`src/rtl/wb_map_pkg.sv`:
```
// wb_map_pkg: slave address map, error data word and interconnect FSM states
package wb_map_pkg;
  localparam int N_MAP = 8;
  localparam logic [31:0] ERR_DATA = 32'hDEAD_BEEF;
  // Entries 4..7 use mask 0 with base 1, so they can never match
  localparam logic [31:0] MAP_BASE [N_MAP] = '{
    32'h8000_0000, 32'h2000_0000, 32'h2000_1000, 32'h2000_2000,
    32'h0000_0001, 32'h0000_0001, 32'h0000_0001, 32'h0000_0001
  };
  localparam logic [31:0] MAP_MASK [N_MAP] = '{
    32'hF000_0000, 32'hFFFF_F000, 32'hFFFF_F000, 32'hFFFF_F000,
    32'h0000_0000, 32'h0000_0000, 32'h0000_0000, 32'h0000_0000
  };
  typedef enum logic [1:0] {IDLE, BUSY, ERR_ACK} state_t;
endpackage

```
`src/rtl/wb_addr_decoder.sv`:
```
// wb_addr_decoder: first-match address decode into a one-hot slave hit plus valid
module wb_addr_decoder
  import wb_map_pkg::*;
#(
  parameter int N = 4
) (
  input  logic [31:0]  adr,
  output logic [N-1:0] hit,
  output logic         valid
);
  always_comb begin
    hit = '0;
    valid = 1'b0;
    for (int i = 0; i < N; i++)
      if (!valid && (adr & MAP_MASK[i]) == MAP_BASE[i]) begin
        hit[i] = 1'b1;
        valid = 1'b1;
      end
  end
endmodule

```
`src/rtl/wb_interconnect.sv`:
```
// wb_interconnect: single-master Wishbone interconnect with address decode,
// ack timeout and a sticky bus-error record
module wb_interconnect
  import wb_map_pkg::*;
#(
  parameter int N_SLAVES = 4,
  parameter int TIMEOUT  = 1023
) (
  input  logic                   clk,
  input  logic                   reset_n,
  input  logic [31:0]            m_adr_i,
  input  logic [31:0]            m_dat_i,
  input  logic [3:0]             m_sel_i,
  input  logic                   m_we_i,
  input  logic                   m_cyc_i,
  input  logic                   m_stb_i,
  output logic [31:0]            m_dat_o,
  output logic                   m_ack_o,
  output logic [31:0]            s_adr_o,
  output logic [31:0]            s_dat_o,
  output logic [3:0]             s_sel_o,
  output logic                   s_we_o,
  output logic [N_SLAVES-1:0]    s_cyc_o,
  output logic [N_SLAVES-1:0]    s_stb_o,
  input  logic [N_SLAVES*32-1:0] s_dat_i,
  input  logic [N_SLAVES-1:0]    s_ack_i,
  output logic                   bus_err_o,
  output logic [31:0]            err_adr_o,
  input  logic                   err_clr_i
);
  localparam int IW = $clog2(N_SLAVES);
  state_t state, nxt;
  logic [IW-1:0] idx, hit_idx;
  logic [9:0] cnt;
  logic [N_SLAVES-1:0] hit;
  logic valid, req, sel_ack, tmo, live;
  logic [31:0] sd [N_SLAVES];
  wb_addr_decoder #(.N(N_SLAVES)) u_dec (.adr(m_adr_i), .hit(hit), .valid(valid));
  for (genvar i = 0; i < N_SLAVES; i++) begin : g_sd
    assign sd[i] = s_dat_i[32*i +: 32];
  end
  always_comb begin
    hit_idx = '0;
    for (int i = 0; i < N_SLAVES; i++)
      if (hit[i]) hit_idx = IW'(i);
  end
  assign req     = m_cyc_i & m_stb_i;
  assign sel_ack = s_ack_i[idx];
  assign tmo     = cnt == 10'(TIMEOUT - 1);
  assign live    = state == BUSY && m_cyc_i;
  always_ff @(posedge clk or negedge reset_n)
    if (!reset_n) state <= IDLE;
    else state <= nxt;
  always_comb begin
    nxt = IDLE;
    if (state == IDLE) nxt = req ? (valid ? BUSY : ERR_ACK) : IDLE;
    else if (state == BUSY) nxt = (!m_cyc_i || sel_ack) ? IDLE : (tmo ? ERR_ACK : BUSY);
  end
  always_ff @(posedge clk or negedge reset_n)
    if (!reset_n) begin
      idx <= '0;
      cnt <= '0;
    end else begin
      idx <= (state == IDLE && req && valid) ? hit_idx : idx;
      cnt <= (live && !sel_ack) ? cnt + 10'd1 : '0;
    end
  // A clear coinciding with a new error lets the new error's address in
  always_ff @(posedge clk or negedge reset_n)
    if (!reset_n) begin
      bus_err_o <= 1'b0;
      err_adr_o <= '0;
    end else if (state == ERR_ACK) begin
      bus_err_o <= 1'b1;
      if (!bus_err_o || err_clr_i) err_adr_o <= m_adr_i;
    end else if (err_clr_i) begin
      bus_err_o <= 1'b0;
      err_adr_o <= '0;
    end
  always_comb begin
    s_cyc_o = live ? N_SLAVES'(1) << idx : '0;
    s_stb_o = s_cyc_o;
    m_ack_o = state == ERR_ACK || (live && sel_ack);
    m_dat_o = state == ERR_ACK ? ERR_DATA : (live && sel_ack) ? sd[idx] : '0;
  end
  assign s_adr_o = m_adr_i;
  assign s_dat_o = m_dat_i;
  assign s_sel_o = m_sel_i;
  assign s_we_o  = m_we_i;
endmodule

```
`config.mk`:
```
export PLATFORM = sky130hd
export DESIGN_NAME = wb_interconnect
export DESIGN_NICKNAME = d
export VERILOG_FILES = /design/src/rtl/wb_map_pkg.sv /design/src/rtl/wb_addr_decoder.sv /design/src/rtl/wb_interconnect.sv
export SDC_FILE = /design/constraint.sdc
export NUM_CORES = 1
export LEC_CHECK = 0
export BUFFER_PORTS_ARGS = -buffer_cell sky130_fd_sc_hd__buf_2
export CAP_MARGIN = 20
export CORE_AREA = 2 2 134 136
export CTS_CLUSTER_SIZE = 8
export DETAILED_ROUTE_END_ITERATION = 6
export DIE_AREA = 0 0 136 138
export SYNTH_ARGS = -nofsm -noshare
export SYNTH_HDL_FRONTEND = slang
export SYNTH_SLANG_ARGS = --single-unit
```
`constraint.sdc`:
```
create_clock -name clk -period 1.43 [get_ports clk]
set_input_delay 0.0715 -clock clk [delete_from_list [all_inputs] [get_ports clk]]
set_output_delay 0.0715 -clock clk [all_outputs]
set_load 0.02 [all_outputs]
```
==> results of run 1 <==
==> synthesized netlist by cell type, drive strengths merged <==
master and number:
nor4bb 1, xnor2 1, dfrtp 47, o21ai 2, o211ai 1, nor2 15
nand2 33, xor2 6, o22ai 1, a22o 33, a21o 1, nand2b 2
nand3 29, nand4bb 1, clkbuf 11, mux4 33, o41ai 1, and4 4
nor4 4, or3 1, a211o 1, nand4 3, and3b 1, buf 87
ha 2, a21oi 3, nor3 1, inv 5, o21bai 1, and3 8
nor4b 2
==> registers in the layout, summed over array words and instances, names as in the netlist <==
name	cells
cnt	10
bus_err_o	1
state	2
idx	2
err_adr_o	32
==> per-layer routing <==
metal  vias to the layer above  track usage (%)
met5                         -                0
met4                         0             4.22
met3                        11             3.37
met2                       219             23.3
met1                      1633             16.3
li1                       1607                -
==> worst paths after layout <==
kind / startpoint / end / cells after the start / slack, ps
max in group asynchronous: reset_n / err_adr_o[8]$_DFFE_PN0P_ / 3 / 620
hold / removal: m_adr_i[2] / err_adr_o[2]$_DFFE_PN0P_ / 2 / 20
setup / recovery: idx[0]$_DFFE_PN0P_ / m_dat_o[12] / 5 / -460
setup reg to reg: idx[0]$_DFFE_PN0P_ / state[0]$_DFF_PN0_ / 7 / -410
min in group asynchronous: reset_n / err_adr_o[24]$_DFFE_PN0P_ / 2 / 280
hold reg to reg: err_adr_o[4]$_DFFE_PN0P_ / err_adr_o[4]$_DFFE_PN0P_ / 1 / 500
==> cell type report <==
cell class / count / area share (%)
Clock inverter: 1 / 0.162
Inverter: 5 / 0.347
Sequential cell: 47 / 21.8
Antenna cell: 5 / 0.231
Clock buffer: 7 / 2.64
Multi-Input combinational cell: 192 / 36.2
Timing Repair Buffer: 300 / 33.4
Tap cell: 229 / 5.29
==> kinds of logic after synthesis <==
kind of cell	synth area share, %
mux	20.7
fa+ha+maj	0.697
compound gates	10.2
simple gates	14.8
flops	32.7
xor+xnor	1.71
buf+inv	19.1
==> critical path: cells and delay by family, from the launching register on <==
family / cells / cell delay, ps
buffers and inverters: 2 / 370
DFF: 1 / 440
muxes: 1 / 570
and+or+nand+nor: 2 / 150
==> report_power, final <==
part / switching [W] / internal [W]
Combinational: 0.000587 / 0.000530
Clock: 0.000494 / 0.000700
Sequential: 0.0000439 / 0.00141
==> per-stage QoR <==
| stage | cell area, sq um | setup TNS [ps] | cells | hold slack (ps) |
|---|---|---|---|---|
| floorplan | 3780 | -1800 | 341 | -224 |
| global placement | 4990 | -4110 | 766 | 86.1 |
| detailed placement | 4990 | -5140 | 766 | 77.0 |
| CTS | 5270 | -19980 | 779 | 6.45 |
| global route | 5410 | -22180 | 786 | 15.5 |
| finish | 5410 | -19090 | 786 | 17.7 |
==> timing repair <==
item,4_1_cts,5_1_grt
hold buffers,1,0
gates cloned,1,0
pin swaps,3,2
setup buffers,3,2
endpoints found under the setup margin,53,55
endpoints found under the hold margin,20,0
resized for setup,28,34
==> reports/metrics.yaml, run 1 <==
setup_path:
  end_kind: "output port"
  max_stage_delay_ps: 570
  crit_required_ps: 1360
  worstPathMaxFanout: 33
  crit_arrival_ps: 1820
  critPathLaunchType: "flop"
  slowest_stage: "mux4_2"
  critical_path_class: "flop to output port"
  path_cells: "mux4_2 > buf_12 > nand3_1 > nand2_2 > buf_2"
synthesis:
  ys_seq_elements: 47
  synth_area_leaders: "dfrtp_1 (33%), mux4_2 (21%), buf_4 (15%)"
  avgSynthCellArea_sq_um: 10.5
  syn-num-nets: 549
  synth_top_area_share_pct: 32.7
  netlist_instances: 341
  synth_area_leader_cell: "dfrtp_1"
  syn_area_sq_mm: 0.00359
  synthDistinctLibCells: 36
  ys_warn_count: 0
  ys_seq_area_share_pct: 32.7
die:
  start_util_pct: 20.5
  coreArea_sq_mm: 0.0175
  ios: 349
  die_x_um: 136
  die-area_sq_mm: 0.0188
  die_y_um: 138
  row_count: 49
global_routing:
  grt_pass1_vias: 3395
  track_usage_pct: 13.5
  antenna_found_initial: 5
  grt_max_degree: 34
  grt_pass1_wl_mm: 19.5
  grt_remaining_overflow: 0
layout:
  final_util_pct: 30.9
  regArea_sq_mm: 0.00118
  nFillCells: 1836
  layout-drive-gt1-share_pct: 71.7
  final_common_cell: "buf_2"
  area_growth_pct: 50.6
  final_cell_mix: "buf_2 (251), dfrtp_1 (45), mux4_2 (33), a22o_1 (33), nand3_1 (27)"
  nNetsFinal: 759
  multi_input_area_sq_mm: 0.00196
detailed_routing:
  vias_per_cell: 4.41
  dr.pass1.iters: 4
  wl_mm: 13.7
  top_layer: "met4"
  vias: 3470
  dr_wl_met2_mm: 6.76
  drt_first_iter_violations: 90
  drcViolationCount: 0
  m1WireLength_mm: 5.60
  wire_per_inst_um: 17.4
  ant_nets: 0
  wl_met3_mm: 1.16
placed_design:
  post-dp-hpwl_mm: 11.4
  place_congestion: 0.825
  dp_slack_ps: -158
  io_buffers: 274
pwr:
  vdd_ir_drop_max_mv: 0.420
  power_density_mw_per_mm2: 695
  power_w: 0.00376
  p_leak_nw: 2.78
clock_network:
  path_clk_slew_ps: 60
  clk_path_buf_depth: 2
  cts_buffers: 5
  htreeDepth: 2
  clock_sinks: 47
  root_buffer: "clkbuf_16"
  clk_latency_ps: 280
  tritoncts: "built"
run_status:
  status: "finished with violations"
  failed_checks: "setup timing"
flow_run:
  maxCapViolations: 0
sta:
  fin_crit_ps: 1890
  hold_viol_final: 0
  rsz0062_at_grt: "true"
  fmax_ghz: 0.529
  skew_ps: 5.99
  relSlewSlack_pct: 65.5
  period_share_pct: 132
  timing.final.ws_setup_ps: -460
  worst_pin_slew_ps: 518
  drv_slew: 0
  setup_viol: 53
hold_path:
  min_path_type: "primary input to flop"
(Power assumes the default switching activity.)
==> run 2: changes to the inputs <==
--- a/config.mk
+++ b/config.mk
@@ -7,10 +7,11 @@
 export LEC_CHECK = 0
 export BUFFER_PORTS_ARGS = -buffer_cell sky130_fd_sc_hd__buf_2
 export CAP_MARGIN = 20
-export CORE_AREA = 2 2 134 136
+export CORE_AREA = 2 2 135 137
+export CTS_CLUSTER_DIAMETER = 40
 export CTS_CLUSTER_SIZE = 8
 export DETAILED_ROUTE_END_ITERATION = 6
-export DIE_AREA = 0 0 136 138
+export DIE_AREA = 0 0 137 139
 export SYNTH_ARGS = -nofsm -noshare
 export SYNTH_HDL_FRONTEND = slang
 export SYNTH_SLANG_ARGS = --single-unit
==> constraint.sdc (replaced) <==
create_clock -name clk -period 2.2 [get_ports clk]
set_input_delay 0.11 -clock clk [delete_from_list [all_inputs] [get_ports clk]]
set_output_delay 0.11 -clock clk [all_outputs]
set_load 0.02 [all_outputs]
==> run 2 against run 1 <==
  * The flow now finishes without violations
  * Combinational power decreased by 41%
  * Non-clock buffer count shrank 16
  * Total power fell by 31%
  * Die area increased by 1.5%
  * Sequential share of layout area increased by 2.3 points
  * Utilization down 3.1 points
  * Critical path type unchanged
  * Critical endpoint is now m_dat_o[25]
  * Largest cell class unchanged
  * Largest power group is now clock
==> reports/metrics.yaml, run 2 (synthesis results as in run 1) <==
pwr:
  power.switching_w: 0.000724
  netSwitchingFraction_pct: 27.9
  power_density_mw_per_mm2: 529
  internal_power_w: 0.00187
  p_leak_nw: 2.69
  combPwrFrac_pct: 25.5
  vdd_ir_drop_max_mv: 0.393
  p_clk_share_pct: 38.0
  p_seq_share_pct: 36.4
die:
  die-area_sq_mm: 0.0190
  die_y_um: 139
  row_count: 49
  start_util_pct: 20.3
  coreArea_sq_mm: 0.0177
  ios: 349
  die_x_um: 137
placed_design:
  place_congestion: 0.787
  io_buffers: 274
  post-dp-hpwl_mm: 11.2
  place_inst: 755
detailed_routing:
  ant_nets: 0
  vias_per_cell: 4.44
  wl_mm: 13.3
  drt_first_iter_violations: 136
  vias: 3402
  dr.pass1.iters: 4
  wire_per_inst_um: 17.4
  drcViolationCount: 0
sta:
  worst_pin_slew_ps: 684
  relSlewSlack_pct: 53.8
  hold_viol_final: 0
  setup_viol: 0
  fin_crit_ps: 2060
  fmax_ghz: 0.485
  skew_ps: 6.83
  drv_slew: 0
  fin_setup_tns_ps: 0
  rsz0062_at_grt: "false"
  period_share_pct: 93.8
run_status:
  status: "finished clean"
setup_path:
  critical_path_class: "flop to output port"
  critPathLaunchType: "flop"
  worstPathMaxFanout: 18
  crit_required_ps: 2090
  end_kind: "output port"
  ff2ff_path_depth: 4
  crit_arrival_ps: 1950
clock_network:
  root_buffer: "clkbuf_16"
  htreeDepth: 2
  cts_buffers: 5
  cts_resized: 0
  clock_sinks: 47
  clk_path_buf_depth: 2
  tritoncts: "built"
  clk_latency_ps: 290
  path_clk_slew_ps: 70
layout:
  area_growth_pct: 36.3
  final_common_cell: "buf_2"
  nNetsFinal: 742
  largest_reg_flops: 32
  final_util_pct: 27.7
  layout-drive-gt1-share_pct: 61.5
  fin_cells: 766
  reg_top3: "err_adr_o (32), cnt (10)"
  multi_input_area_sq_mm: 0.00173
  regArea_sq_mm: 0.00118
  nFillCells: 1876
  largest_register: "err_adr_o"
  final_cell_mix: "buf_2 (274), dfrtp_1 (45), mux4_2 (33), a22o_1 (33), nand2_1 (33)"
flow_run:
  maxCapViolations: 0
hold_path:
  min_path_cells: 2
  min_path_type: "primary input to flop"
global_routing:
  antenna_found_initial: 2
  grt_pass1_wl_mm: 19.0
  track_usage_pct: 13.2
  grt_remaining_overflow: 0
  grt_max_degree: 37
  grt_pass1_vias: 3366
## run 2: path summary, 6_finish.rpt
kind / start / endpoint / slack (ps)
worst min register to register: err_adr_o[11]$_DFFE_PN0P_ / err_adr_o[11]$_DFFE_PN0P_ / 500
worst max register to register: idx[0]$_DFFE_PN0P_ / state[0]$_DFF_PN0_ / 560
min in group asynchronous: reset_n / err_adr_o[22]$_DFFE_PN0P_ / 330
worst min-delay path: m_adr_i[1] / err_adr_o[1]$_DFFE_PN0P_ / 50
worst max-delay path: idx[0]$_DFFE_PN0P_ / m_dat_o[25] / 140
max in group asynchronous: reset_n / err_adr_o[14]$_DFFE_PN0P_ / 1330
## run 2: area by class of cell
cell class	instances	area share (%)
multi-input combinational	191	35.4
antenna	2	0.102
sequential	47	24.1
inverter	5	0.383
timing repair buffer	284	30.4
tap	229	5.85
clock buffer	6	2.63
clock inverter	2	1.23
## run 2: worst max-delay path, cell delays in order (launching register included)
cell and delay, ps:
dfrtp_2 410, mux4_2 670, buf_4 260, nand3_1 80
nand2_1 60, buf_2 170
## run 2: repair_timing
item                       CTS  global route
setup endpoints to repair    0             0
setup buffers                0             0
hold endpoints to repair    20             0
hold buffers                 1             0
## run 2: power groups by stage
stage / clock network, W / registers, W / logic, W
finish: 0.000985 / 0.000943 / 0.000661
global route: 0.00105 / 0.000948 / 0.000713
CTS: 0.00101 / 0.000943 / 0.000670
detailed placement: 0 / 0.000955 / 0.000669
global placement: 0 / 0.000959 / 0.000664
floorplan: 0 / 0.00102 / 0.000407
## run 2: metal layers
metal  track usage [%]  up-vias  wire [um]
met5                 0        -          0
met4              3.42        0        152
met3              3.22       21       1160
met2              22.9      215       6350
met1              16.3     1599       5650
li1                  -     1567          -
## run 2: stage by stage
step	cell area (sq um)	total power (W)	setup slack [ps]	hold slack [ps]
final	4900	0.00259	137	49.2
after global routing	4900	0.00271	28.0	45.3
after CTS	4890	0.00262	126	40.0
after detailed placement	4690	0.00162	451	124
after global placement	4690	0.00162	493	117
after floorplan	3590	0.00142	317	-186
==> run 3: changes to the inputs <==
--- a/config.mk
+++ b/config.mk
@@ -5,6 +5,7 @@
 export SDC_FILE = /design/constraint.sdc
 export NUM_CORES = 1
 export LEC_CHECK = 0
+export ABC_AREA = 1
 export BUFFER_PORTS_ARGS = -buffer_cell sky130_fd_sc_hd__buf_2
 export CAP_MARGIN = 20
 export CORE_AREA = 2 2 135 137
==> run 3 against run 2 <==
  * Critical path depth grew 2
  * Hold slack gained 18 ps
  * Global-route usage grew 0.75 points
  * Sequential power grew 0.8%
  * Critical endpoint is now m_dat_o[15]
  * Highest routed layer unchanged
==> reports/metrics.yaml, run 3 <==
run_status:
  status: "finished clean"
layout:
  largest_reg_flops: 32
  final_cell_mix: "buf_2 (274), nand2_1 (131), nand3_1 (63)"
  reg_top3: "err_adr_o (32), cnt (10)"
  design_area_sq_mm: 0.00498
  largest_register: "err_adr_o"
  n_antenna_cell: 0
  nNetsFinal: 942
  fin_cells: 964
  final_common_cell: "buf_2"
  layout-drive-gt1-share_pct: 41.4
  area_growth_pct: 34.4
die:
  die_y_um: 139
  ios: 349
  coreArea_sq_mm: 0.0177
  die_x_um: 137
  row_count: 49
  start_util_pct: 21.0
  die-area_sq_mm: 0.0190
detailed_routing:
  wire_per_inst_um: 14.9
  ant_nets: 0
  drt_first_iter_violations: 255
  vias: 4197
  drcViolationCount: 0
  wl_mm: 14.4
  vias_per_cell: 4.35
  dr.pass1.iters: 5
global_routing:
  antenna_found_initial: 0
  track_usage_pct: 13.9
  grt_remaining_overflow: 0
  grt_max_degree: 48
  grt_pass1_vias: 3748
  grt_pass1_wl_mm: 20.7
placed_design:
  post-dp-hpwl_mm: 11.1
  place_congestion: 0.892
  place_inst: 955
  io_buffers: 274
  placed_area_sq_mm: 0.00480
sta:
  hold_ws_ps: 67.0
  setup_viol: 0
  hold_viol_final: 0
  rsz0062_at_grt: "false"
  drv_slew: 0
  fin_crit_ps: 2000
  skew_ps: 7.54
  period_share_pct: 91.1
  worst_pin_slew_ps: 482
  relSlewSlack_pct: 67.8
  fin_setup_tns_ps: 0
  fmax_ghz: 0.499
synthesis:
  netlist_instances: 542
  yosysMostFrequentCell: "nand2_1"
  avgSynthCellArea_sq_um: 6.84
  syn-num-nets: 750
  ys_async_sr_fraction_pct: 100
  ys_seq_elements: 47
  synth_top_area_share_pct: 31.7
  yosys_most_used_dff: "dfrtp_1"
  synth_area_leaders: "dfrtp_1 (32%), buf_4 (15%), nand2_1 (13%)"
  netlist_top_cells_count: "nand2_1 (131), buf_4 (73), nand3_1 (63)"
  ys_warn_count: 0
  synthDistinctLibCells: 28
  synth_edf_count: 0
  ys_seq_area_share_pct: 31.7
  synth_area_leader_cell: "dfrtp_1"
  syn_area_sq_mm: 0.00371
flow_run:
  maxCapViolations: 0
setup_path:
  crit_required_ps: 2090
  worstPathMaxFanout: 32
  critPathLaunchType: "flop"
  end_kind: "output port"
  critical_path_class: "flop to output port"
  crit_arrival_ps: 1890
pwr:
  power_density_mw_per_mm2: 547
  internal_power_w: 0.00182
  power.switching_w: 0.000902
  p_seq_share_pct: 34.9
  p_leak_nw: 2.72
  power_w: 0.00272
  combPwrFrac_pct: 32.7
  p_clk_share_pct: 32.4
  netSwitchingFraction_pct: 33.1
  vdd_ir_drop_max_mv: 0.278
clock_network:
  root_buffer: "clkbuf_16"
  clk_latency_ps: 290
  htreeDepth: 2
  path_clk_slew_ps: 70
  clk_path_buf_depth: 2
  cts_buffers: 5
  clock_sinks: 47
  tritoncts: "built"
hold_path:
  min_path_type: "primary input to flop"
-- run 3: kinds of logic (layout without fill, tap and decap cells) --
kind of cell,Yosys count,in the layout,share of synthesized area (%)
DFF,47,47,31.7
AOI/OAI and AO/OA,89,89,15.2
adders and majority gates,2,2,0.675
xor gates and xnor gates,2,2,0.472
buffers and inverters,152,345,23.1
and+or+nand+nor,250,250,28.8
-- run 3: final cells by class --
class	count	area [sq um]
fillers	1987	12700
repair buffers	285	1470
well taps	229	287
inverters	52	195
clock inverters	2	35.0
clock buffers	6	139
multi-input cells	343	1680
flip-flops and latches	47	1180
-- run 3: timing repair --
action | CTS | global route
endpoints found under the hold margin | 47 | 0
resized for setup | 0 | 0
hold buffers | 1 | 0
buffers inserted | 0 | 0
setup endpoints to repair | 0 | 0
-- run 3: critical path, stage by stage, from the launching register on --
cell and delay [ps]:
dfrtp_1 450, nor2_2 140, buf_4 360, a22oi_1 170, nand2_1 100, nor2_1 40, a21oi_1 140, buf_2 190
-- run 3: power groups by stage --
stage | clock (W) | sequential, W | combinational, W
4_1_cts | 0.000926 | 0.000950 | 0.000895
5_1_grt | 0.000953 | 0.000957 | 0.000978
6_report | 0.000882 | 0.000951 | 0.000892
3_3_place_gp | 0 | 0.000966 | 0.000889
3_5_place_dp | 0 | 0.000966 | 0.000890
2_1_floorplan | 0 | 0.00102 | 0.000572
-- run 3: per-stage QoR --
stage	setup WS (ps)	utilization, %
2_1_floorplan	579	-
3_3_place_gp	573	27.2
3_5_place_dp	512	27.2
4_1_cts	191	28.2
5_1_grt	53.0	28.2
6_report	196	28.2
-- run 3: path summary, 6_finish.rpt --
check | startpoint | end | slack [ps] | cells past startpoint
min in group asynchronous | reset_n | err_adr_o[10]$_DFFE_PN0P_ | 330 | 3
max | idx[1]$_DFFE_PN0P_ | m_dat_o[15] | 200 | 7
min reg2reg | cnt[0]$_DFF_PN0_ | cnt[0]$_DFF_PN0_ | 500 | 1
max in group asynchronous | reset_n | err_adr_o[25]$_DFFE_PN0P_ | 1630 | 3
max reg2reg | idx[1]$_DFFE_PN0P_ | state[1]$_DFF_PN0_ | 650 | 7
min | m_adr_i[3] | err_adr_o[3]$_DFFE_PN0P_ | 70 | 3
-- run 3: per-layer routing --
| metal | share of wire, % | up-vias | track usage, % | wire length, um |
|---|---|---|---|---|
| met1 | 44 | 1926 | 18.7 | 6360 |
| met2 | 47 | 167 | 22.7 | 6810 |
| met5 | 0 | - | 0 | 0 |
| met4 | 1.2 | 0 | 2.71 | 169 |
| li1 | - | 2087 | - | - |
| met3 | 7.3 | 17 | 3.36 | 1050 |
